`src/rtl/spi_row_packer.sv`:
```
// spi_row_packer
// Packs WWIDTH-bit words strobed in from the QSPI interface, MSB-first,
// into DWIDTH-bit rows and pushes each completed row into a sync_fifo
// write port. A completed row waits in a hold register while the next
// row assembles. A row that completes while the hold register is occupied
// and the FIFO is full is dropped, and the sticky ovf flag is set.
//
// Ports:
//   clk         system clock
//   rst_n       asynchronous active-low reset
//   push_en     one-cycle strobe, wdata_spi valid
//   wdata_spi   word from QSPI
//   sof         start of frame, discards the partially assembled row
//   clr_ovf     clears the sticky overflow flag
//   full_fifo   FIFO full flag
//   wr_en_fifo  FIFO write strobe
//   wdata_fifo  row to the FIFO (the hold register)
//   word_cnt    words accepted into the current row
//   row_pending hold register occupied
//   ovf         sticky, a completed row was dropped
module spi_row_packer #(
    parameter  int DWIDTH = 136,
    parameter  int WWIDTH = 16,
    localparam int NWORDS = (DWIDTH + WWIDTH - 1) / WWIDTH,
    localparam int REM    = DWIDTH - (NWORDS - 1) * WWIDTH,
    localparam int CW     = (NWORDS > 1) ? $clog2(NWORDS) : 1
) (
    input  logic              clk,
    input  logic              rst_n,
    input  logic              push_en,
    input  logic [WWIDTH-1:0] wdata_spi,
    input  logic              sof,
    input  logic              clr_ovf,
    input  logic              full_fifo,
    output logic              wr_en_fifo,
    output logic [DWIDTH-1:0] wdata_fifo,
    output logic [CW-1:0]     word_cnt,
    output logic              row_pending,
    output logic              ovf
);

    // Only the first NWORDS-1 words are ever held in the assembly register;
    // the final word is merged straight into the completed row, so the
    // register is just wide enough for those leading words.
    localparam int AW = DWIDTH - REM;

    logic [AW-1:0]     asm_reg;
    logic [DWIDTH-1:0] hold;
    logic              last_word;
    logic              hold_accept;
    logic [DWIDTH-1:0] row;

    // A sof in the same cycle as a push restarts the row, so that word can
    // never be the final word of the old row.
    assign last_word   = push_en && !sof && (word_cnt == CW'(NWORDS - 1));
    assign row         = {asm_reg, wdata_spi[REM-1:0]};
    // The hold register can take a new row if it is empty, or if its
    // current contents leave for the FIFO in this same cycle.
    assign hold_accept = !row_pending || !full_fifo;

    assign wr_en_fifo  = row_pending && !full_fifo;
    assign wdata_fifo  = hold;

    // Word counter and assembly shift register.
    always_ff @(posedge clk or negedge rst_n) begin
        if (!rst_n) begin
            word_cnt <= '0;
            asm_reg  <= '0;
        end else if (sof) begin
            if (push_en) begin
                asm_reg  <= {{(AW - WWIDTH){1'b0}}, wdata_spi};
                word_cnt <= CW'(1);
            end else begin
                asm_reg  <= '0;
                word_cnt <= '0;
            end
        end else if (push_en) begin
            if (last_word) begin
                asm_reg  <= '0;
                word_cnt <= '0;
            end else begin
                asm_reg  <= {asm_reg[AW-WWIDTH-1:0], wdata_spi};
                word_cnt <= word_cnt + CW'(1);
            end
        end
    end

    // Hold register and its occupancy flag. A newly arriving row keeps
    // row_pending set even when the previous row is written out.
    always_ff @(posedge clk or negedge rst_n) begin
        if (!rst_n) begin
            hold        <= '0;
            row_pending <= 1'b0;
        end else if (last_word && hold_accept) begin
            hold        <= row;
            row_pending <= 1'b1;
        end else if (wr_en_fifo) begin
            row_pending <= 1'b0;
        end
    end

    // Sticky overflow; a drop in the same cycle wins over clr_ovf.
    always_ff @(posedge clk or negedge rst_n) begin
        if (!rst_n) begin
            ovf <= 1'b0;
        end else if (last_word && !hold_accept) begin
            ovf <= 1'b1;
        end else if (clr_ovf) begin
            ovf <= 1'b0;
        end
    end

endmodule

```
`config.mk`:
```
export PLATFORM = sky130hd
export DESIGN_NAME = spi_row_packer
export DESIGN_NICKNAME = d
export VERILOG_FILES = /design/src/rtl/spi_row_packer.sv
export SDC_FILE = /design/constraint.sdc
export NUM_CORES = 1
export LEC_CHECK = 0
export CORE_MARGIN = 2
export CORE_UTILIZATION = 57
export CTS_BUF_LIST = sky130_fd_sc_hd__clkbuf_4 sky130_fd_sc_hd__clkbuf_8 sky130_fd_sc_hd__clkbuf_16
export DETAILED_ROUTE_END_ITERATION = 8
export PLACE_DENSITY = 0.85
export SETUP_SLACK_MARGIN = 0.1
export SYNTH_ARGS = -nofsm -noshare
export SYNTH_HDL_FRONTEND = slang
export SYNTH_SLANG_ARGS = --single-unit
```
`constraint.sdc`:
```
create_clock -name clk -period 3.2 [get_ports clk]
set_input_delay 0.96 -clock clk [delete_from_list [all_inputs] [get_ports clk]]
set_output_delay 0.96 -clock clk [all_outputs]
set_load 0.01 [all_outputs]
```
* Word-level counts from Yosys, hierarchy flattened
Cells that the tools add are included.
Storage, ports and cells: register bits 270, input port bits 22, output and inout port bits 143, word-level logic and storage cells 32
Cells by class: reductions and logical operators 13, equality and inequality tests 1, mux-type cells 12, $add $sub $neg 1
Operators with widths (count):
- $mux W128 | 3
- $mux W16 | 1
- $mux W4 | 3
- $reduce_bool A2 Y1 | 3
- $logic_and A1 B1 Y1 | 5
- $mux W1 | 5
- $add A4 B1 Y4 const B | 1
- $eq A4 B4 Y1 const B | 1
- $logic_not A1 Y1 | 4
- $logic_or A1 B1 Y1 | 1

* Depth between registers and ports, before layout
word-level depth 6, mapped depth 8, mapped depth without buffers 5

* Worst setup path after synthesis
OpenSTA, ideal clock, no wires.
path type input to register, start in sof, end reg hold[100], in the netlist wdata_fifo[100], path slack 1.098 ns, arrival time 1.977 ns, setup time 0.125 ns, data required time 3.075 ns, cell stages on the path 6, path buffers 3, cells stage by stage and2b_1 -> nand3_1 -> buf_2 -> buf_6 -> buf_6 -> mux2_4
Between the ends: cells in the longest elaborated chain, start to end 4
RTL lines:
- from (decl) | line 32 | input logic sof,
- $logic_not A1 Y1 | line 55 | assign last_word = push_en && !sof && (word_cnt == CW'(NWORDS - 1));
- $logic_and A1 B1 Y1 (2 in a row) | line 55
- $logic_and A1 B1 Y1 | line 94 | end else if (last_word && hold_accept) begin
- to (signal assigned) | line 95 | hold <= row;
- to (decl) | line 48 | logic [DWIDTH-1:0] hold;
Every way passes these cells. A chain may end at the register's enable or synchronous reset.

* Worst setup path in the final report
start in full_fifo, end out wr_en_fifo
Between the ends: cells in the longest elaborated chain, start to end 2
RTL lines:
- from (decl) | line 34 | input logic full_fifo,
- $logic_not A1 Y1 | line 61 | assign wr_en_fifo = row_pending && !full_fifo;
- $logic_and A1 B1 Y1 | line 61
- to (decl) | line 35 | output logic wr_en_fifo,
Every way passes these cells.

==> run_results.csv <==
group,metric,value,unit
outcome,status,"finished clean",
setup_path,cp.required,2.24,ns
clocking,cts_buffers,26,
die,num_io_pins,165,
clocking,cts.clk_slew.worst_paths,0.06,ns
sta,hold_slack,0.465,ns
die,rows,48,
die,dieArea,18600,um^2
setup_path,slowest_delay,0.54,ns
run,maxCapViolCount,0,
sta,finalWorstSetupSlack,0.214,ns
sta,setup_viol,0,
sta,worst_pin_slew,0.787,ns
logic_synthesis,ys_seq_elements,270,
sta,fin_crit_sh,93.3,%
route,final_antenna_net_count,0,
setup_path,r2r-start,"word_cnt[0]$_DFFE_PN0P_",
route,drtIter0Drc,368,
setup_path,cpMostUsedCell,"clkdlybuf4s50_1",
setup_path,rrSetupSlack,1.12,ns
die,die_x,136,um
setup_path,cp_max_fo,2,
setup_path,cp-end-kind,"output pin",
sta,hold_viol_final,0,
route,post_drt_wl_per_cell,20.8,um
die,initial_core_util,57.9,%
setup_path,critPathSlowestCell,"clkdlybuf4s50_1",
setup_path,crit_path_end,"wr_en_fifo",
layout,area_delta_synth_final,28.4,%
die,die_h,136,um
placement,gp_congestion,0.751,
clocking,clkSinkCount,270,
route,detail_route.wirelength,21000,um
sta,rsz0062_at_grt,"no",
setup_path,cp_cell_sequence,"clkdlybuf4s50_1 -> nor2b_1 -> clkdlybuf4s50_1",
layout,layout_common_cells,"dfrtp_1 (270), clkdlybuf4s50_1 (163), a22o_1 (130)",
layout,fillers,1044,
placement,place_area,11900,um^2
layout,fin_cells,1011,
grt,antenna_found_initial,0,
logic_synthesis,seq_area_frac_synth,67.7,%
pwr,powerDensity,536,nW/um^2
placement,dp_cells,963,
setup_path,worstSetupPathType,"primary input to output pin",
clocking,cts_resized,0,
sta,finalSetupTns,0,ns
pwr,finalPower,6.87,mW
setup_path,cp-start-kind,"primary input",
layout,post-route-util,74.4,%
grt,grt_max_degree,131,
clocking,cts_hold_buf,0,
pwr,peakVddDrop,0.000421,V
setup_path,reg2reg_depth,6,
setup_path,cp_top_family,"buffers and inverters",
route,drt_pass1_iterations,4,
layout,final_nets,790,
sta,clock_skew,0.0139,ns
layout,n_antenna_cell,0,
logic_synthesis,syn_nets,630,
placement,dp_slack,0.213,ns
clocking,cts_tree,"built",
die,placeableCoreArea,17200,um^2
setup_path,arrival,2.03,ns
min_path,hold_class,"primary input to async pin",
sta,fmax,0.335,GHz
clocking,insertion_delay,0.52,ns
route,vias_per_cell,5.76,
placement,place_hpwl,13600,um
setup_path,path_depth,3,
logic_synthesis,synth_warnings,0,
grt,grt_pass1_vias,6100,
logic_synthesis,synth.distinct_cells,23,
pwr,p_leak,6.33,nW
sta,slew_viol_final,0,
clocking,htreeDepth,1,
sta,relSlewSlack,47.5,%
clocking,cts_setup_buffers,0,
setup_path,path_buf_inv,2,
grt,grt_pass1_wl,33900,um
sta,fin_crit,2.99,ns
layout,layout_commonest_cell,"dfrtp_1",
logic_synthesis,synth_area,9980,um^2
clocking,clockBufferDepth,3,
layout,stdcell_area,12800,um^2
setup_path,worstReg2RegEnd,"wdata_fifo[73]$_DFFE_PN0P_",
logic_synthesis,avgSynthCellArea,16.5,um^2
logic_synthesis,postSynthCellCount,606,
placement,io_buffers,164,
layout,layout-drive-gt1-share,25.6,%
grt,globalRoute.totalOverflow,0,
route,vias,5825,
layout,largest_reg_flops,136,
grt,track_usage,23.3,%
clocking,root_buffer,"clkbuf_16",
setup_path,worstSetupStartpoint,"full_fifo",
route,drc_errors,0,
[routing by layer]
layer	vias up	global-route usage, %	part of all wire [%]	wire length [um]
li1	2564	-	-	-
met1	3063	31.9	43	8990
met2	164	37.9	49	10400
met3	34	5.52	5.7	1190
met4	0	5.96	2.0	424
met5	-	0	0	0
[cell families (layout without fill, tap and decap cells)]
group,count (synthesis),in the layout,share of synthesized area [%]
flops,270,270,67.7
compound gates,133,133,11.6
xor+xnor,1,1,0.0877
fa+ha+maj,2,2,0.251
simple gates,16,16,0.840
buf+inv,47,227,2.61
mux,137,137,16.9
[worst register-to-register path: stages (launching register included)]
cell	delay, ns
dfrtp_1	0.44
inv_1	0.07
ha_1	0.21
and3b_1	0.26
nand3_4	0.19
buf_12	0.33
mux2_2	0.44
[report_power, final]
group          internal, mW  leakage [nW]  total, mW  switching, mW
logic                0.0876          2.14      0.236          0.148
registers              3.45          3.74       3.49         0.0377
clock network          1.87         0.449       3.15           1.28
[how the worst min path moves through the flow]
stage	startpoint	endpoint	cells past startpoint
after global placement	wdata_fifo[35]$_DFFE_PN0P_	wdata_fifo[35]$_DFFE_PN0P_	1
after CTS	rst_n	word_cnt[1]$_DFFE_PN0P_	1
final	rst_n	wdata_fifo[132]$_DFFE_PN0P_	1
after global routing	rst_n	asm_reg[126]$_DFFE_PN0P_	1
after floorplan	asm_reg[127]$_DFFE_PN0P_	asm_reg[127]$_DFFE_PN0P_	1
after detailed placement	wdata_fifo[3]$_DFFE_PN0P_	wdata_fifo[3]$_DFFE_PN0P_	1
[area by class of cell]
| class | count | area (um^2) | area share [%] |
|---|---|---|---|
| sequential | 270 | 6760 | 52.7 |
| multi-input combinational | 289 | 3000 | 23.4 |
| timing repair buffer | 176 | 1870 | 14.6 |
| clock buffer | 32 | 726 | 5.66 |
| tap | 225 | 282 | 2.20 |
| clock inverter | 16 | 174 | 1.36 |
| inverter | 3 | 11.3 | 0.0878 |
[cell usage after synthesis (all sizes together)]
cell type  count  area (um^2)
a21oi          1         5.00
a22o         130         1140
and2b          1         7.51
and3b          1         8.76
buf           28          189
clkbuf        16         60.1
dfrtp        270         6760
ha             2         25.0
inv            3         11.3
mux2         136         1680
mux2i          1         10.0
nand2          6         22.5
nand2b         1         6.26
nand3          2         10.0
nor2           2         7.51
nor2b          2         12.5
o22ai          1         6.26
o31a           1         8.76
or3b           1         8.76
xnor2          1         8.76
Note: power is estimated with default switching activity, not from simulation.
